### config.mk
export PLATFORM = sky130hd
export DESIGN_NAME = ripple_count_monitor_flat
export DESIGN_NICKNAME = d
export VERILOG_FILES = /design/src/rtl/ripple_count_monitor_if.sv /design/src/rtl/ripple_count_monitor.sv /design/src/flat_wrapper.sv
export SDC_FILE = /design/constraint.sdc
export NUM_CORES = 1
export LEC_CHECK = 0
export ABC_CLOCK_PERIOD_IN_PS = 3200
export CORE_MARGIN = 2
export CORE_UTILIZATION = 47
export CTS_BUF_LIST = sky130_fd_sc_hd__clkbuf_4 sky130_fd_sc_hd__clkbuf_8
export DETAILED_ROUTE_END_ITERATION = 12
export PLACE_DENSITY = 0.76
export SYNTH_ARGS = -nofsm -noshare
export SYNTH_HDL_FRONTEND = slang
export SYNTH_SLANG_ARGS = --single-unit
export TNS_END_PERCENT = 20
### constraint.sdc
create_clock -name clk -period 3.2 [get_ports clk]
set_input_delay 0.48 -clock clk [delete_from_list [all_inputs] [get_ports clk]]
set_output_delay 0.48 -clock clk [all_outputs]
set_load 0.03 [all_outputs]
### src/rtl/ripple_count_monitor_if.sv
// Handshake/bus bundle between control logic and ripple_count_monitor.
// Ports: q_in/clear/cmp_en/cmp_val flow master->slave; count_valid,
// count_ext and the pulse/sticky flags flow slave->master.
interface ripple_count_monitor_if #(
  parameter int EXT_W = 12
);
  logic [3:0]       q_in;
  logic             clear;
  logic             cmp_en;
  logic [EXT_W-1:0] cmp_val;
  logic             count_valid;
  logic [EXT_W-1:0] count_ext;
  logic             wrap_pulse;
  logic             match_pulse;
  logic             restart_pulse;
  logic             step_err;
  logic             err_sticky;

  modport master (
    output q_in, clear, cmp_en, cmp_val,
    input  count_valid, count_ext, wrap_pulse, match_pulse,
           restart_pulse, step_err, err_sticky
  );

  modport slave (
    input  q_in, clear, cmp_en, cmp_val,
    output count_valid, count_ext, wrap_pulse, match_pulse,
           restart_pulse, step_err, err_sticky
  );
endinterface

### src/rtl/ripple_count_monitor.sv
// Ripple counter monitor: synchronises and de-glitches a 4-bit ripple count,
// extends it with a wrap count and flags restarts/illegal jumps.
// Latency: value stable before E0 is accepted at E(SYNC_STAGES+STABLE_CYCLES-1).
// Ports: clk, reset_n (async active-low), bus (slave modport of the _if).
module ripple_count_monitor #(
  parameter int SYNC_STAGES   = 2,
  parameter int STABLE_CYCLES = 2,
  parameter int EXT_W         = 12
) (
  input  logic                  clk,
  input  logic                  reset_n,
  ripple_count_monitor_if.slave bus
);

  localparam logic [2:0] STABLE = 3'(STABLE_CYCLES);

  typedef enum logic {IDLE, TRACK} state_t;

  // Synchroniser chain plus a fill marker, so the all-zero reset contents
  // of the chain are never mistaken for a sampled counter value.
  logic [3:0]             sync_q [SYNC_STAGES];
  logic [SYNC_STAGES-1:0] fill;
  logic [3:0]             s_q;
  logic                   s_vld;

  always_ff @(posedge clk or negedge reset_n) begin
    if (!reset_n) begin
      for (int i = 0; i < SYNC_STAGES; i++) sync_q[i] <= '0;
      fill <= '0;
    end else begin
      sync_q[0] <= bus.q_in;
      for (int i = 1; i < SYNC_STAGES; i++) sync_q[i] <= sync_q[i-1];
      fill <= {fill[SYNC_STAGES-2:0], 1'b1};
    end
  end

  assign s_q   = sync_q[SYNC_STAGES-1];
  assign s_vld = fill[SYNC_STAGES-1];

  // Stability filter.
  logic [3:0] cand;
  logic [2:0] run;
  logic [2:0] run_nxt;
  logic       same;
  logic       accept;

  assign same    = (s_q == cand);
  assign run_nxt = same ? ((run == STABLE) ? run : run + 3'd1) : 3'd1;
  // A saturated run on an unchanged value has already been accepted once.
  assign accept  = s_vld && (run_nxt == STABLE) && !(same && (run == STABLE));

  always_ff @(posedge clk or negedge reset_n) begin
    if (!reset_n) begin
      cand <= '0;
      run  <= '0;
    end else if (s_vld) begin
      cand <= s_q;
      run  <= run_nxt;
    end
  end

  // Tracking decode of an accepted value against the current low nibble.
  state_t           state;
  logic [EXT_W-1:0] count_ext;
  logic             count_valid;
  logic             wrap_pulse, match_pulse, restart_pulse, step_err, err_sticky;
  logic [3:0]       acc;
  logic [EXT_W-1:0] ext_nxt;
  logic             changed, wrap_ev, rst_ev, err_ev;

  assign acc = count_ext[3:0];

  always_comb begin
    ext_nxt = count_ext;
    changed = 1'b0;
    wrap_ev = 1'b0;
    rst_ev  = 1'b0;
    err_ev  = 1'b0;
    if (accept && (s_q != acc)) begin
      changed = 1'b1;
      if ((acc != 4'd15) && (s_q == acc + 4'd1)) begin
        ext_nxt = {count_ext[EXT_W-1:4], s_q};
      end else if ((acc == 4'd15) && (s_q == 4'd0)) begin
        // Carry out of the nibble lands in the wrap count; the top wraps freely.
        ext_nxt = count_ext + EXT_W'(1);
        wrap_ev = 1'b1;
      end else if (s_q == 4'd0) begin
        ext_nxt = '0;
        rst_ev  = 1'b1;
      end else begin
        ext_nxt = {count_ext[EXT_W-1:4], s_q};
        err_ev  = 1'b1;
      end
    end
  end

  always_ff @(posedge clk or negedge reset_n) begin
    if (!reset_n) begin
      state         <= IDLE;
      count_ext     <= '0;
      count_valid   <= 1'b0;
      wrap_pulse    <= 1'b0;
      match_pulse   <= 1'b0;
      restart_pulse <= 1'b0;
      step_err      <= 1'b0;
      err_sticky    <= 1'b0;
    end else begin
      wrap_pulse    <= 1'b0;
      match_pulse   <= 1'b0;
      restart_pulse <= 1'b0;
      step_err      <= 1'b0;
      if (bus.clear) begin
        // Clear wins over a same-edge acceptance; that value is dropped.
        state       <= IDLE;
        count_ext   <= '0;
        count_valid <= 1'b0;
        err_sticky  <= 1'b0;
      end else begin
        case (state)
          IDLE: begin
            if (accept) begin
              count_ext   <= EXT_W'(s_q);
              count_valid <= 1'b1;
              state       <= TRACK;
            end
          end
          TRACK: begin
            if (changed) begin
              count_ext     <= ext_nxt;
              wrap_pulse    <= wrap_ev;
              restart_pulse <= rst_ev;
              step_err      <= err_ev;
              err_sticky    <= err_sticky | err_ev;
              match_pulse   <= bus.cmp_en && (ext_nxt == bus.cmp_val);
            end
          end
          default: state <= IDLE;
        endcase
      end
    end
  end

  assign bus.count_ext     = count_ext;
  assign bus.count_valid   = count_valid;
  assign bus.wrap_pulse    = wrap_pulse;
  assign bus.match_pulse   = match_pulse;
  assign bus.restart_pulse = restart_pulse;
  assign bus.step_err      = step_err;
  assign bus.err_sticky    = err_sticky;

endmodule

### src/flat_wrapper.sv
// flat-port wrapper written by rule: the top's interface ports become plain ports
module ripple_count_monitor_flat 
#(
  parameter int SYNC_STAGES   = 2,
  parameter int STABLE_CYCLES = 2,
  parameter int EXT_W         = 12
)
  (clk, reset_n, bus_q_in, bus_clear, bus_cmp_en, bus_cmp_val, bus_count_valid, bus_count_ext, bus_wrap_pulse, bus_match_pulse, bus_restart_pulse, bus_step_err, bus_err_sticky);
  ripple_count_monitor_if #(.EXT_W(EXT_W)) bus_i ();
  input  logic clk;
  input  logic reset_n;
  input wire logic [$bits(bus_i.q_in)-1:0] bus_q_in;
  input wire logic [$bits(bus_i.clear)-1:0] bus_clear;
  input wire logic [$bits(bus_i.cmp_en)-1:0] bus_cmp_en;
  input wire logic [$bits(bus_i.cmp_val)-1:0] bus_cmp_val;
  output wire logic [$bits(bus_i.count_valid)-1:0] bus_count_valid;
  output wire logic [$bits(bus_i.count_ext)-1:0] bus_count_ext;
  output wire logic [$bits(bus_i.wrap_pulse)-1:0] bus_wrap_pulse;
  output wire logic [$bits(bus_i.match_pulse)-1:0] bus_match_pulse;
  output wire logic [$bits(bus_i.restart_pulse)-1:0] bus_restart_pulse;
  output wire logic [$bits(bus_i.step_err)-1:0] bus_step_err;
  output wire logic [$bits(bus_i.err_sticky)-1:0] bus_err_sticky;
  assign bus_i.q_in = bus_q_in;
  assign bus_i.clear = bus_clear;
  assign bus_i.cmp_en = bus_cmp_en;
  assign bus_i.cmp_val = bus_cmp_val;
  assign bus_count_valid = bus_i.count_valid;
  assign bus_count_ext = bus_i.count_ext;
  assign bus_wrap_pulse = bus_i.wrap_pulse;
  assign bus_match_pulse = bus_i.match_pulse;
  assign bus_restart_pulse = bus_i.restart_pulse;
  assign bus_step_err = bus_i.step_err;
  assign bus_err_sticky = bus_i.err_sticky;
  ripple_count_monitor #(.SYNC_STAGES(SYNC_STAGES), .STABLE_CYCLES(STABLE_CYCLES), .EXT_W(EXT_W)) u_core (.clk(clk), .reset_n(reset_n), .bus(bus_i));
endmodule
== Word level (Yosys, flattened, before mapping) ==
Index checks and enable logic that the tools add are counted.
Word-level totals
  output and inout port bits: 18
  flip-flop bits (word level): 36
  memories kept: 0
  ROM bits: 0
  bits in latches: 0
  input bits: 20
  bits in writable memories: 0
  logic and storage cells: 87
Cells by class
  $add $sub $neg: 3
  magnitude comparators: 0
  $mul: 0
  equal/unequal tests: 11
  reductions and logical operators: 15
  mux-type cells: 43
  shifts and indexed selects: 0
  bitwise logic cells: 2
  div/mod/pow operators: 0
Operators with widths (number)
  12-bit 2-to-1 mux: 7
  1-bit 2-to-1 mux: 33
  12-bit one-hot mux with 2 select lines: 1
  12-bit by 1-bit adder with 12-bit output (second input constant): 1
  12-bit equality test: 1
  4-bit equality test: 2
  1-bit logical AND: 7
  3-bit by 2-bit equality test with 1-bit output (second input constant): 2
  3-bit 2-to-1 mux: 2
  2-bit AND reduction: 3
  2-bit nonzero test: 3
  4-bit by 1-bit adder with 4-bit output (second input constant): 1
  4-bit equality test (second input constant): 1
  4-bit zero test: 1
  4-bit inequality test: 1
  4-bit inequality test (second input constant): 1
  3-bit by 1-bit adder with 3-bit output (second input constant): 1
  3-bit by 2-bit inequality test with 1-bit output (second input constant): 1
  3-bit inequality test (second input constant): 1
  2-bit inequality test (second input constant): 1
  1-bit zero test: 1
  1-bit NOT: 1
  1-bit OR: 1

== Logic depth before layout (Yosys ltp) ==
  word-level depth: 13
  gate-level depth with buffers: 12
  mapped depth without buffers: 10

== Worst setup path after synthesis ==
No wires, ideal clock.
  path kind: reg-to-reg
  start: register u_core.run[0]
  end: register u_core.match_pulse (netlist: u_core.bus.match_pulse)
  stages on the path, launching flop included: 11
  buffers on the path: 1
  data arrival time: 3.115 ns
  slack: 0.018 ns
  setup time: 0.067 ns
  cells stage by stage: dfrtp_1 -> ha_1 -> or3_1 -> a2111o_1 -> or3_1 -> buf_2 -> nor3_1 -> a31oi_2 -> xnor2_1 -> a2111oi_2 -> o2111a_1
Between the ends
  cells in the longest elaborated chain, start to end: 13
RTL lines
  start, declared: RTL line ripple_count_monitor.sv:42  | logic [2:0] run;
  start signal, assigned: RTL line ripple_count_monitor.sv:58  | run <= run_nxt;
  3-bit by 1-bit adder with 3-bit output / 3-bit by 2-bit equality test with 1-bit output (equally long branches): RTL line ripple_count_monitor.sv:48, ripple_count_monitor.sv:50
  3-bit 2-to-1 mux (2 in series): RTL line ripple_count_monitor.sv:48  | assign run_nxt = same ? ((run == STABLE) ? run : run + 3'd1) : 3'd1;
  3-bit by 2-bit equality test with 1-bit output: RTL line ripple_count_monitor.sv:50  | assign accept = s_vld && (run_nxt == STABLE) && !(same && (run == STABLE));
  1-bit logical AND: RTL line ripple_count_monitor.sv:50
  1-bit logical AND *: RTL line ripple_count_monitor.sv:50
  1-bit logical AND *: RTL line ripple_count_monitor.sv:79  | if (accept && (s_q != acc)) begin
  12-bit 2-to-1 mux: RTL line ripple_count_monitor.sv:79
  12-bit equality test: RTL line ripple_count_monitor.sv:134  | match_pulse <= bus.cmp_en && (ext_nxt == bus.cmp_val);
  1-bit logical AND: RTL line ripple_count_monitor.sv:134
  1-bit 2-to-1 mux *: RTL line ripple_count_monitor.sv:128  | if (changed) begin
  1-bit 2-to-1 mux *: RTL line ripple_count_monitor.sv:119  | case (state)
  1-bit 2-to-1 mux *: RTL line ripple_count_monitor.sv:112  | if (bus.clear) begin
  end signal, assigned: RTL line ripple_count_monitor.sv:134
  end, declared: RTL line ripple_count_monitor.sv:66  | logic wrap_pulse, match_pulse, restart_pulse, step_err, err_sticky;
Every way passes the cells marked *; elsewhere a longest branch is shown, timed or not.
A chain may end at the register's enable or synchronous reset.

== Worst setup path after layout ==
Same ends and word-level chain as after synthesis.

==> flow_summary.ini <==
[timing]
fin_worst_skew_ps = 11.5
finalHoldViolations = 0
finalCriticalPeriod_ps = 3070
finalSetupTns_ps = 0
relSlewSlack_pct = 48.0
fin_crit_sh_pct = 96.1
drv_slew = 0
fmax_mhz = 325
finalSetupViolations = 0
hold_slack_ps = 253
tightest_slew_ps = 779
postLayoutSetupSlackWorst_ps = 125

[detailed_routing]
firstDrtPassIters = 5
via_per_inst = 6.16
wl_per_cell_um = 17.2
wirelength_um = 6070
drt_iter0_drc = 195
via_count = 2182
ant_nets = 0
drc = 0

[placed_design]
place_hpwl_um = 4450
pre_cts_ws_ps = -40.0
io_buffers = 37
place.gp.congestion = 0.975

[finish]
regArea_um2 = 901
nFillCells = 383
diodes = 0
final_cell_mix = clkdlybuf4s50_1 (36), dfrtp_1 (36), nand2_1 (24)
syn2layout_area_growth_pct = 31.0
utilization_pct = 64.5
drive_gt1_share_pct = 14.9
multi_input_area_mm2 = 0.00124
nets = 324

[worst_setup_path]
crit_type = reg -> reg
cp-end-kind = flip-flop
cp-start-kind = flip-flop
crit_required_ps = 3430
reg2reg_depth = 10
cp_max_fo = 6
arrival_ps = 3310

[clock_tree]
numCtsBuffers = 5
cts_hold_buf = 0
htreeDepth = 2
clk_pin_slew_ps = 80
cts-root-buf = clkbuf_8
cts_tree = built
clock_latency_ps = 300
cts.path.max_buffers = 2
cts_sinks = 36

[floorplanning]
die_height_um = 72.0
floorplan.initialDensity_pct = 49.3
die_area_mm2 = 0.00519
die_w_um = 72.0
core_area_mm2 = 0.00441
ios = 38
rows = 24

[logic_synthesis]
synth-edff-count = 0
synthCells = 250
synth_nets = 273
synth_area_per_cell_um2 = 8.70
yosysSeqAreaShare_pct = 41.4
ys_warn_count = 0
async_flop_share_pct = 100
synth.cell_area_mm2 = 0.00217
ys_types = 51
ys.flop_type = dfrtp_1
ys_ff_latch = 36

[run_status]
status = completed

[grt]
grt_max_degree = 37
gr-total-overflow = 0
first_global_vias = 2034
antenna_found_initial = 0
grt_pass1_wl_um = 10000
grt_usage_pct = 25.1

[power_and_ir_drop]
finalPower_mw = 1.02
vdd_ir_drop_max_v = 0.000239
p_leak_nw = 1.12
power_density_mw_per_mm2 = 358

[min_path]
hp-class = in -> async

[job]
cap_violations = 0
final timing paths:
check	endpoint	startpoint	slack [ps]
worst max-delay path	u_core.bus.match_pulse	u_core.run[0]	130
worst min-delay path	u_core.cand[2]	reset_n	250
worst max register to register	u_core.bus.match_pulse	u_core.run[0]	130
worst min register to register	u_core.fill[1]	u_core.fill[0]	350
max in group asynchronous	u_core.cand[0]	reset_n	2450
min in group clk	u_core.fill[1]	u_core.fill[0]	350
through the flow:
step | cells | instance area, um^2
after floorplan | 250 | 2170
after global placement | 346 | 2700
after detailed placement | 346 | 2700
after CTS | 354 | 2800
after global routing | 354 | 2850
final | 354 | 2850
per-layer routing:
metal / global-route usage, % / vias up / wire (um)
li1: - / 1018 / -
met1: 35.3 / 1031 / 2610
met2: 39.3 / 124 / 2790
met3: 4.58 / 9 / 575
met4: 8.60 / 0 / 94
met5: 0 / - / 0
what timing repair did:
action	in CTS	in global routing
resized for setup	1	10
endpoints found under the setup margin	1	1
pin swaps	1	6
buffers inserted	0	0
critical path, cell delays in order, from the launching register on:
cell and delay, ps:
dfrtp_1 410, inv_2 60, ha_2 190, or3_1 340, a2111o_1 390, or3_4 440
o31a_1 350, a31oi_4 210, xnor2_2 110, a2111oi_4 290, o2111a_1 220
cells by family after synthesis:
| kind of cell | Yosys count | synth area share, % |
|---|---|---|
| buf+inv | 23 | 4.09 |
| xor+xnor | 18 | 7.25 |
| compound gates | 76 | 23.1 |
| other cells | 1 | 0.172 |
| fa+ha+maj | 3 | 1.73 |
| mux | 5 | 2.53 |
| simple gates | 88 | 19.7 |
| flops | 36 | 41.4 |
flip-flops by register name, summed over array words and instances, names as in the netlist, 2 cells and up:
signal and cells:
u_core.bus.count_ext 12, u_core.fill 2, u_core.sync_q 4, u_core.run 3
u_core.s_q 4, u_core.cand 4
synth_stat cells (2+ instances only):
library cell	instances	area [um^2]
a211oi_1	5	37.5
a21oi_1	21	105
a221oi_1	2	17.5
a311oi_1	2	17.5
a31oi_1	2	12.5
buf_2	2	10.0
clkbuf_1	10	37.5
dfrtp_1	36	901
ha_1	3	37.5
inv_1	11	41.3
mux2_2	4	45.0
nand2_1	24	90.1
nand2b_1	2	12.5
nand3_1	7	35.0
nand4_1	5	31.3
nor2_1	22	82.6
nor3_1	7	35.0
nor4_1	6	37.5
o21ai_0	18	90.1
o21ai_1	2	10.0
o22ai_1	3	18.8
o2bb2ai_1	2	17.5
o311ai_0	2	17.5
o31ai_1	4	30.0
or3_1	6	37.5
xnor2_1	14	123
xor2_1	4	35.0
cell type report:
type	instances	area share, %
multi-input combinational	191	43.5
sequential	36	31.6
timing repair buffer	56	17.8
clock buffer	5	2.42
tap	52	2.28
inverter	11	1.45
clock inverter	3	0.835
report_power, final:
| group | total (mW) | leakage, nW | switching (mW) | internal [mW] |
|---|---|---|---|---|
| Sequential | 0.496 | 0.466 | 0.0209 | 0.475 |
| Clock | 0.330 | 0.0404 | 0.176 | 0.154 |
| Combinational | 0.192 | 0.612 | 0.102 | 0.0896 |
Note: power is estimated with default switching activity, not from simulation.
